<file path="config.mk">
export PLATFORM = sky130hd
export DESIGN_NAME = rf_wr_arbiter
export DESIGN_NICKNAME = d
export VERILOG_FILES = /design/src/rtl/cpu_types_pkg.sv /design/src/rtl/rf_wr_pick.sv /design/src/rtl/rf_wr_arbiter.sv
export SDC_FILE = /design/constraint.sdc
export NUM_CORES = 1
export LEC_CHECK = 0
export BUFFER_PORTS_ARGS = -buffer_cell sky130_fd_sc_hd__buf_4
export CAP_MARGIN = 0
export CORE_UTILIZATION = 43
export DETAILED_ROUTE_END_ITERATION = 6
export GPL_ROUTABILITY_DRIVEN = 0
export GPL_TIMING_DRIVEN = 0
export PLACE_DENSITY = 0.81
export SLEW_MARGIN = 20
export SYNTH_ARGS = -nofsm -noshare
export SYNTH_HDL_FRONTEND = slang
export SYNTH_SLANG_ARGS = --single-unit
</file>
<file path="constraint.sdc">
create_clock -name clk -period 3.2 [get_ports clk]
set_input_delay 0.32 -clock clk [delete_from_list [all_inputs] [get_ports clk]]
set_output_delay 0.32 -clock clk [all_outputs]
set_load 0.01 [all_outputs]
</file>
<file path="src/rtl/cpu_types_pkg.sv">
// Shared CPU types: register-file write request payload and write-port arbiter constants.
package cpu_types_pkg;

  localparam int RF_ADDR_W     = 5;
  localparam int RF_DATA_W     = 32;
  localparam int RF_WR_NUM_REQ = 2;

  typedef struct packed {
    logic [RF_ADDR_W-1:0] rd_addr;
    logic [RF_DATA_W-1:0] wb_data;
  } rf_wr_req_t;

endpackage

</file>
<file path="src/rtl/rf_wr_pick.sv">
// Combinational grant logic for the register-file write arbiter; one-hot grant output.
// RF_WR_ARB_RR_EN selects round-robin on last_gnt, otherwise fixed priority with starvation escape.
module rf_wr_pick
  import cpu_types_pkg::*;
`ifndef RF_WR_ARB_RR_EN
#(
  parameter int MAX_WAIT = 4,
  parameter int WCW      = $clog2(MAX_WAIT + 1)
)
`endif
(
  input  logic [RF_WR_NUM_REQ-1:0] valid,
`ifdef RF_WR_ARB_RR_EN
  input  logic                     last_gnt,
`else
  input  logic [WCW-1:0]           wait_cnt,
`endif
  output logic [RF_WR_NUM_REQ-1:0] gnt
);

`ifdef RF_WR_ARB_RR_EN
  // On contention the port that did not win last time goes next.
  assign gnt[0] = valid[0] & (~valid[1] |  last_gnt);
  assign gnt[1] = valid[1] & (~valid[0] | ~last_gnt);
`else
  logic starved;
  assign starved = (wait_cnt == WCW'(MAX_WAIT));
  assign gnt[0]  = valid[0] & (~valid[1] | ~starved);
  assign gnt[1]  = valid[1] & (~valid[0] |  starved);
`endif

endmodule

</file>
<file path="src/rtl/rf_wr_arbiter.sv">
// Two-requester arbiter for the single register-file write port with a registered write stage.
// Define RF_WR_ARB_RR_EN for round-robin; default build is fixed priority with starvation escape.
module rf_wr_arbiter
  import cpu_types_pkg::*;
#(
  parameter int DATA_W   = RF_DATA_W,
  parameter int ADDR_W   = RF_ADDR_W,
  parameter int MAX_WAIT = 4
) (
  input  logic              clk,
  input  logic              rst,
  input  logic              req0_valid,
  output logic              req0_ready,
  input  logic [ADDR_W-1:0] req0_addr,
  input  logic [DATA_W-1:0] req0_data,
  input  logic              req1_valid,
  output logic              req1_ready,
  input  logic [ADDR_W-1:0] req1_addr,
  input  logic [DATA_W-1:0] req1_data,
  output logic              rf_wen,
  output logic [ADDR_W-1:0] rf_addr,
  output logic [DATA_W-1:0] rf_data,
  output logic              rf_src
);

  logic [RF_WR_NUM_REQ-1:0] valid, gnt, fire;
  rf_wr_req_t               req [RF_WR_NUM_REQ];
  rf_wr_req_t               sel;

  assign valid  = {req1_valid, req0_valid};
  assign req[0] = '{rd_addr: req0_addr, wb_data: req0_data};
  assign req[1] = '{rd_addr: req1_addr, wb_data: req1_data};

  // Grants are only issued to valid ports, so a masked grant is the fire vector.
  assign fire       = rst ? '0 : gnt;
  assign req0_ready = fire[0];
  assign req1_ready = fire[1];
  assign sel        = fire[1] ? req[1] : req[0];

`ifdef RF_WR_ARB_RR_EN
  logic last_gnt;

  always_ff @(posedge clk) begin
    if (rst)        last_gnt <= 1'b1;
    else if (|fire) last_gnt <= fire[1];
  end

  rf_wr_pick u_pick (
    .valid    (valid),
    .last_gnt (last_gnt),
    .gnt      (gnt)
  );
`else
  localparam int WCW = $clog2(MAX_WAIT + 1);
  logic [WCW-1:0] wait_cnt;

  always_ff @(posedge clk) begin
    if (rst)                            wait_cnt <= '0;
    else if (!req1_valid || fire[1])    wait_cnt <= '0;
    else if (wait_cnt != WCW'(MAX_WAIT)) wait_cnt <= wait_cnt + 1'b1;
  end

  rf_wr_pick #(.MAX_WAIT(MAX_WAIT), .WCW(WCW)) u_pick (
    .valid    (valid),
    .wait_cnt (wait_cnt),
    .gnt      (gnt)
  );
`endif

  // x0 writes complete the handshake but never pulse the port.
  always_ff @(posedge clk) begin
    if (rst) begin
      rf_wen  <= 1'b0;
      rf_addr <= '0;
      rf_data <= '0;
      rf_src  <= 1'b0;
    end else if (|fire) begin
      rf_wen  <= |sel.rd_addr;
      rf_addr <= sel.rd_addr;
      rf_data <= sel.wb_data;
      rf_src  <= fire[1];
    end else begin
      rf_wen  <= 1'b0;
    end
  end

endmodule

</file>
==> results of run 1 <==
==> metal layers <==
layer	track usage, %	wire, um
met1	27.4	2270
met2	36.9	2420
met3	7.00	527
met4	7.81	47
met5	0	0
==> final timing paths <==
path,depth (start not counted),end,slack [ns],startpoint
setup / recovery,8,req1_ready,1.17,wait_cnt[0]
hold / removal,2,rf_data[3],0.29,req0_data[3]
setup reg to reg,7,rf_addr[1],1.66,wait_cnt[0]
hold reg to reg,2,wait_cnt[0],0.53,wait_cnt[0]
==> area by class of cell <==
cell class | instances | area, um2 | area share [%]
Multi-Input combinational cell | 132 | 892 | 31.0
Tap cell | 50 | 62.6 | 2.17
Timing Repair Buffer | 117 | 878 | 30.5
Sequential cell | 42 | 841 | 29.2
Clock buffer | 7 | 76.3 | 2.65
Buffer | 21 | 120 | 4.17
Inverter | 3 | 11.3 | 0.391
==> worst register-to-register path, stage by stage, from the launching register on <==
cell and delay [ns]:
dfxtp_1 0.34, inv_1 0.06, ha_1 0.23, nand3_1 0.11, nand3b_1 0.12, buf_4 0.20, buf_6 0.15, o221a_1 0.22
==> cell families (layout without fill, tap and decap cells) <==
family,Yosys count,in the layout
adders and majority gates,2,2
AOI/OAI and AO/OA,42,42
DFF,42,42
buffers and inverters,24,148
muxes,1,1
and+or+nand+nor,87,87
==> synthesized netlist by cell type (2+ instances only) <==
| cell type | count |
|---|---|
| buf_4 | 3 |
| clkbuf_1 | 9 |
| a21oi_1 | 2 |
| ha_1 | 2 |
| or4_1 | 2 |
| o221a_1 | 37 |
| buf_6 | 3 |
| nor3_1 | 37 |
| and2_1 | 2 |
| inv_1 | 2 |
| buf_2 | 6 |
| nor2_1 | 42 |
| nand3b_1 | 2 |
| dfxtp_1 | 42 |
==> metrics by stage <==
step                worst slack, ns  util (%)  instances  power (uW)  hold slack (ns)
finish                         1.17      70.5        372        1190            0.286
global route                   1.04      70.5        372        1260            0.276
global placement               1.49      68.6        365         884            0.499
CTS                            1.16      70.5        372        1210            0.280
detailed placement             1.48      68.6        365         888            0.511
floorplan                      1.72         -        198         724            0.479
==> where the power goes <==
part	switching, uW	internal [uW]
Combinational	120	168
Sequential	21.8	565
Clock	169	150
Total	311	883
==> registers in the layout, summed over array words and instances (netlist names) <==
name      count
rf_data      32
rf_wen        1
rf_src        1
rf_addr       5
wait_cnt      3
==> metrics.yaml, run 1 <==
setup_path:
  path_max_fanout: 10
  critical-path-top-delay-family: "buffers and inverters"
  crit_path_frequent_cell: "buf_6"
  critPathBufInv: 4
  required_ns: 2.88
  end_kind: "primary output"
  crit_path_start_kind: "register"
  crit_type: "register to primary output"
  worst_ep_arrival_time_ns: 1.71
  max_stage_delay_ns: 0.34
  critical_path.slowest_cell: "dfxtp_1"
  crit_chain: "inv_1 > ha_1 > a21bo_1 > nand2_2 > buf_6 > buf_6 > nor2_1 > buf_4"
cts:
  cts-buffers-inserted: 5
  cts_tree: "built"
  clk_pin_slew_ns: 0.07
  cts_setup_buffers: 0
  cts_resized: 0
  htreeDepth: 2
  cts.hold.buffers_added: 0
  cts_sinks: 42
  root_buffer: "clkbuf_8"
  clk_path_buf_depth: 2
  clk_latency_ns: 0.29
global_routing:
  grt_antenna_before_repair: 0
  groute.usage.overall_pct: 22.4
  grt_start_max_net_pins: 12
  grt_pass1_wl_mm: 7.74
  overflow: 0
  grt_pass1_vias: 1768
logic_synthesis:
  syn_area_per_cell_um2: 9.42
  synth_area_leaders: "dfxtp_1, o221a_1, nor3_1, nor2_1, clkbuf_1"
  yosysUniqueCellTypes: 21
  postSynth.asyncResetShare_pct: 0
  netlist.area_leader.share_pct: 45.1
  syn_inst: 198
  yosys.area_share.simple_pct: 21.3
  ys_ff_latch: 42
  synth_area_um2: 1860
  synth-edff-count: 0
  synth_top_family_by_area: "compound AO/OA/AOI/OAI gates"
  muxShareOfSynthArea_pct: 0.537
  synth_fa_ha_area_share_pct: 1.34
  syn_nets: 278
  yosys_warnings: 0
  synthFlopType: "dfxtp_1"
  synth_largest_area_cell: "dfxtp_1"
  seq_area_frac_synth_pct: 45.1
  synth_compound_area_share_pct: 24.7
  synth_xor_area_share_pct: 0
place:
  hpwlAfterDp_mm: 3.89
  postPlaceCellArea_um2: 2810
  io_buffers: 117
timing:
  fin_skew_ns: 0.00669
  slew_viol_final: 0
  worst-slew-pin-transition_ns: 0.475
  rsz0062_at_grt: "no"
  finalSetupViolCount: 0
  fmax_ghz: 0.494
  final.setup.tns_ns: 0
  slew_headroom_pct: 68.3
  hold_viol: 0
  min_period_ns: 2.03
  post-route-period-util_pct: 63.3
floorplanning:
  die_area_um2: 4600
  rows: 23
  die_x_um: 67.8
  core_um2: 4090
  io_pins: 119
  initial_core_util_pct: 45.6
  die_h_um: 67.8
finish:
  fillers: 358
  fin_area_um2: 2880
  final_layout_size_suffix_gt1_share_pct: 42.5
  antenna_cells: 0
  layout_common_cells: "buf_4, nor2_1, dfxtp_1, nor3_1, o221a_1"
  final_net_count: 402
  final_common_cell: "buf_4"
  syn_to_final_growth_pct: 54.6
detailed_routing:
  first_pass_iters: 4
  antenna_left: 0
  vias: 2002
  first_iter_violations: 138
  via_per_inst: 5.38
  routed_wl_mm: 5.27
  wl_per_cell_um: 14.2
  route.detailed.drc: 0
worst_hold_path:
  min_path_type: "primary input to register"
flow_run:
  maxCapViolCount: 0
power_and_ir_drop:
  p_per_area_nw_per_um2: 414
  vdd_drop_max_v: 0.000252
  power.leakage_uw: 0.00129
status:
  status: "complete, no violations"
No activity file was read; power rests on OpenSTA's default activity.
==> inputs of run 2 (changes only) <==
--- a/config.mk
+++ b/config.mk
@@ -5,13 +5,14 @@
 export SDC_FILE = /design/constraint.sdc
 export NUM_CORES = 1
 export LEC_CHECK = 0
+export ABC_AREA = 1
 export BUFFER_PORTS_ARGS = -buffer_cell sky130_fd_sc_hd__buf_4
 export CAP_MARGIN = 0
 export CORE_UTILIZATION = 43
 export DETAILED_ROUTE_END_ITERATION = 6
 export GPL_ROUTABILITY_DRIVEN = 0
 export GPL_TIMING_DRIVEN = 0
-export PLACE_DENSITY = 0.81
+export PLACE_DENSITY = 0.76
 export SLEW_MARGIN = 20
 export SYNTH_ARGS = -nofsm -noshare
 export SYNTH_HDL_FRONTEND = slang
==> constraint.sdc (replaced) <==
create_clock -name clk -period 2.1 [get_ports clk]
set_input_delay 0.21 -clock clk [delete_from_list [all_inputs] [get_ports clk]]
set_output_delay 0.21 -clock clk [all_outputs]
set_load 0.01 [all_outputs]
==> run 2 against run 1 <==
  * Non-clock buffer count is 1 lower
  * Register-to-register slack got worse by 1.1 ns
  * Core utilization is 5.2 points lower
  * Clock skew shrank 0.0014 ns
  * Critical path type unchanged
  * Largest power group unchanged
==> metrics.yaml, run 2 <==
logic_synthesis:
  netlist.area_leader.share_pct: 36.4
  syn_area_per_cell_um2: 7.96
  synthFlopType: "dfxtp_1"
  synth_most_common_cell: "nand2_1"
  ys_top_cells_by_count: "nand2_1, inv_1, dfxtp_1"
  syn_inst: 290
  seq_area_frac_synth_pct: 36.4
  synth_area_leaders: "dfxtp_1, nand2_1, o211ai_2, nand3_2, inv_1"
  yosysUniqueCellTypes: 26
  synth_largest_area_cell: "dfxtp_1"
  synth_area_um2: 2310
  yosys_warnings: 0
  synth-edff-count: 0
  postSynth.asyncResetShare_pct: 0
  ys_ff_latch: 42
  syn_nets: 370
cts:
  htreeDepth: 2
  cts.hold.buffers_added: 0
  clk_pin_slew_ns: 0.08
  cts_resized: 0
  cts_setup_buffers: 0
  cts_sinks: 42
  clk_path_buf_depth: 2
  root_buffer: "clkbuf_8"
  cts-buffers-inserted: 5
  clk_latency_ns: 0.29
  cts_tree: "built"
setup_path:
  path_max_fanout: 10
  crit_path_start_kind: "register"
  worst_ep_arrival_time_ns: 1.57
  required_ns: 1.89
  crit_type: "register to primary output"
  end_kind: "primary output"
detailed_routing:
  first_pass_iters: 4
  via_per_inst: 4.64
  wl_per_cell_um: 11.4
  first_iter_violations: 77
  vias: 2248
  routed_wl_mm: 5.53
  route.detailed.drc: 0
  antenna_left: 0
finish:
  largest_registers: "rf_data: 32 flops, rf_addr: 5 flops, wait_cnt: 3 flops"
  antenna_cells: 0
  layout_common_cells: "buf_4, nand2_1, inv_1, dfxtp_1, o211ai_2"
  final_common_cell: "buf_4"
  largest-register: "rf_data"
  syn_to_final_growth_pct: 45.5
  largest_reg_flops: 32
  final_net_count: 495
  final_layout_size_suffix_gt1_share_pct: 45.5
floorplanning:
  die_h_um: 75.3
  initial_core_util_pct: 44.9
  rows: 26
  die_area_um2: 5670
  core_um2: 5140
  die_x_um: 75.3
  io_pins: 119
timing:
  post-route-period-util_pct: 84.7
  slew_headroom_pct: 54.7
  min_period_ns: 1.78
  hold_slack_ns: 0.203
  rsz0062_at_grt: "no"
  final.setup.tns_ns: 0
  fin_skew_ns: 0.00531
  fmax_ghz: 0.562
  finalSetupViolCount: 0
  hold_viol: 0
  slew_viol_final: 0
  worst-slew-pin-transition_ns: 0.679
place:
  io_buffers: 118
  hpwlAfterDp_mm: 4.29
global_routing:
  overflow: 0
  grt_antenna_before_repair: 0
  grt_start_max_net_pins: 12
  grt_pass1_wl_mm: 8.84
  groute.usage.overall_pct: 20.7
  grt_pass1_vias: 2080
power_and_ir_drop:
  vdd_drop_max_v: 0.000255
  p_per_area_nw_per_um2: 555
  power.leakage_uw: 0.00185
worst_hold_path:
  min_path_type: "primary input to register"
flow_run:
  maxCapViolCount: 0
status:
  status: "complete, no violations"
[run 2: layer usage]
layer	up-vias	wire length [um]	GRT usage, %
met4	0	65	6.17
met5	-	0	0
met3	7	486	7.23
met1	994	2410	23.3
met2	80	2570	36.8
li1	1167	-	-
[run 2: logic make-up (layout without fill, tap and decap cells)]
family / after synthesis / after routing / synth area share (%)
flops: 42 / 42 / 36.4
simple gates: 131 / 131 / 28.6
xor+xnor: 1 / 1 / 0.379
fa+ha+maj: 2 / 2 / 1.08
buf+inv: 73 / 198 / 16.0
compound gates: 41 / 41 / 17.5
[run 2: area by class of cell]
type	count	area, um2
fillers	507	1780
well taps	70	87.6
plain buffers	19	164
repair buffers	118	886
flip-flops and latches	42	841
clock buffers	7	76.3
multi-input cells	175	1100
inverters	54	205
[run 2: metrics by stage]
stage          setup slack [ns]  area, um2  util, %  total power (uW)  cells
3_5_place_dp              0.530       3280     63.9              1410    478
3_3_place_gp              0.553       3280     63.9              1400    478
2_1_floorplan             0.718       2310        -              1160    290
6_report                  0.322       3360     65.3              1860    485
4_1_cts                   0.294       3360     65.3              1890    485
5_1_grt                   0.134       3360     65.3              1980    485
[run 2: report_power, final]
part | switching, uW | total (uW) | internal, uW | leakage [uW]
clock network | 252 | 481 | 229 | 0.0000383
logic | 225 | 492 | 268 | 0.00146
registers | 35.3 | 892 | 856 | 0.000348
[run 2: final timing paths]
check	startpoint	end	slack, ns	cells after the start
max	wait_cnt[0]	req1_ready	0.32	8
min	req1_valid	rf_wen	0.20	3
max reg2reg	wait_cnt[0]	rf_wen	0.52	11
min reg2reg	wait_cnt[0]	wait_cnt[0]	0.45	1
[run 2: critical path: stages, from the launching register on]
cell and delay, ns:
dfxtp_1 0.36, inv_1 0.05, ha_1 0.19, nand2_1 0.11, nand2_2 0.12, nand2_4 0.11
inv_4 0.06, buf_6 0.14, buf_4 0.14
==> inputs of run 3 (changes only) <==
--- a/config.mk
+++ b/config.mk
@@ -8,7 +8,7 @@
 export ABC_AREA = 1
 export BUFFER_PORTS_ARGS = -buffer_cell sky130_fd_sc_hd__buf_4
 export CAP_MARGIN = 0
-export CORE_UTILIZATION = 43
+export CORE_UTILIZATION = 41
 export DETAILED_ROUTE_END_ITERATION = 6
 export GPL_ROUTABILITY_DRIVEN = 0
 export GPL_TIMING_DRIVEN = 0
==> constraint.sdc (replaced) <==
create_clock -name clk -period 1.5 [get_ports clk]
set_input_delay 0.15 -clock clk [delete_from_list [all_inputs] [get_ports clk]]
set_output_delay 0.15 -clock clk [all_outputs]
set_load 0.01 [all_outputs]
==> run 3 against run 2 <==
  * The run now ends with setup timing left
  * Final cell count is 2.1% higher
  * Via count is 4.8% higher
  * Non-clock buffer count is 9 higher
  * Flip-flop and latch count stayed put
  * Critical path depth stayed put
  * First-iteration DRC count is 27% lower
  * Sequential share of layout area is 1.8 points lower
  * Hold slack worse by 0.060 ns
  * Critical path type unchanged
  * Highest routed layer unchanged
==> metrics.yaml, run 3 (synthesized netlist as in run 2, its figures left out) <==
timing:
  fin_skew_ns: 0.00646
  rsz0062_at_grt: "yes"
  layout_setup_ws_ns: -0.0184
  finalSetupViolCount: 2
  hold_viol: 0
  min_period_ns: 1.52
  slew_viol_final: 0
  hold_slack_ns: 0.143
  final.setup.tns_ns: -0.0217
  post-route-period-util_pct: 101
  slew_headroom_pct: 54.4
  fmax_ghz: 0.659
  worst-slew-pin-transition_ns: 0.683
setup_path:
  crit_path_frequent_cell: "nand2_4"
  crit_path_start_kind: "register"
  critPathBufInv: 4
  crit_chain: "inv_2 > ha_4 > nand2_4 > nand2_4 > nand2_4 > buf_12 > inv_8 > buf_6"
  end_kind: "primary output"
  worst_ep_arrival_time_ns: 1.37
  crit_type: "register to primary output"
  critical-path-top-delay-family: "buffers and inverters"
  rrSetupSlack_ns: 0
  critical_path.slowest_cell: "dfxtp_2"
  required_ns: 1.35
  path_max_fanout: 5
  max_stage_delay_ns: 0.33
power_and_ir_drop:
  vdd_drop_max_v: 0.000490
  p_per_area_nw_per_um2: 797
  power.leakage_uw: 0.00196
  finalPower_uw: 2900
floorplanning:
  initial_core_util_pct: 43.8
  io_pins: 119
  die_h_um: 77.0
  die_area_um2: 5930
  die_x_um: 77.0
  rows: 26
  core_um2: 5270
detailed_routing:
  first_pass_iters: 4
  first_iter_violations: 56
  vias: 2355
  via_per_inst: 4.76
  route.detailed.drc: 0
  antenna_left: 0
  wl_per_cell_um: 12.7
  routed_wl_mm: 6.28
global_routing:
  overflow: 0
  groute.usage.overall_pct: 20.6
  grt_start_max_net_pins: 14
  grt_pass1_wl_mm: 9.72
  grt_pass1_vias: 2173
  grt_antenna_before_repair: 0
finish:
  fin_area_um2: 3630
  fillers: 452
  syn_to_final_growth_pct: 57.5
  largest_reg_flops: 32
  antenna_cells: 0
  layout_common_cells: "buf_4, nand2_1, inv_1, dfxtp_1, nand3_2"
  largest_registers: "rf_data: 32 flops, rf_addr: 5 flops, wait_cnt: 3 flops"
  final_common_cell: "buf_4"
  final_net_count: 504
  final_layout_size_suffix_gt1_share_pct: 53.2
  post-route-util_pct: 69.0
  largest-register: "rf_data"
cts:
  clk_latency_ns: 0.30
  root_buffer: "clkbuf_8"
  cts.hold.buffers_added: 0
  cts_tree: "built"
  cts-buffers-inserted: 5
  clk_path_buf_depth: 2
  cts_sinks: 42
  clk_pin_slew_ns: 0.08
  htreeDepth: 2
place:
  hpwlAfterDp_mm: 4.49
  postPlaceCellArea_um2: 3280
  io_buffers: 118
worst_hold_path:
  min_path_type: "primary input to register"
status:
  violations: "setup timing"
  status: "finished with violations"
flow_run:
  maxCapViolCount: 0
-- run 3: cell count changes in the layout (fill, tap and decap cells not counted), sizes merged --
cell,before,now
clkbuf,8,6
bufinv,0,1
clkinv,0,2
buf,136,145
-- run 3: where the power goes --
part	internal, uW	total [uW]	switching, uW
sequential	1200	1250	49.9
clock	490	887	397
combinational	413	761	348
total	2100	2900	795
-- run 3: cell type report --
cell class,instances,area [um2],area share [%]
well taps,70,87.6,2.41
multi-input cells,175,1200,33.1
clock inverters,3,40.0,1.10
clock buffers,5,68.8,1.89
flip-flops and latches,42,843,23.2
inverters,54,210,5.78
plain buffers,18,171,4.72
repair buffers,128,1010,27.7
-- run 3: worst min-delay path: stages --
cell,delay (ns)
buf_4,0.11
o21ai_2,0.06
nor2_1,0.08
-- run 3: stage by stage --
step / instances / worst slack (ns)
after floorplan: 290 / 0.118
after CTS: 493 / 0.00298
final: 495 / -0.0184
after detailed placement: 478 / -0.0660
after global placement: 478 / -0.00714
after global routing: 495 / -0.0915
-- run 3: final timing paths --
kind | endpoint | depth (start not counted) | start
max reg2reg | rf_wen | 12 | wait_cnt[1]
min reg2reg | rf_data[8] | 2 | rf_data[8]
min | rf_wen | 3 | req1_valid
max | req1_ready | 8 | wait_cnt[1]
-- run 3: what timing repair did --
action                                  CTS  global route
endpoints found under the setup margin   37            37
cloned                                    1             0
setup buffers                             6             3
pin swaps                                 3            11
resized for setup                        23            24
-- run 3: metal layers --
metal / up-vias / GRT usage [%] / share of wire, %
li1: 1185 / - / -
met1: 1063 / 23.4 / 41
met2: 100 / 35.6 / 48
met3: 7 / 7.98 / 10
met4: 0 / 5.85 / 1.1
met5: - / 0 / 0
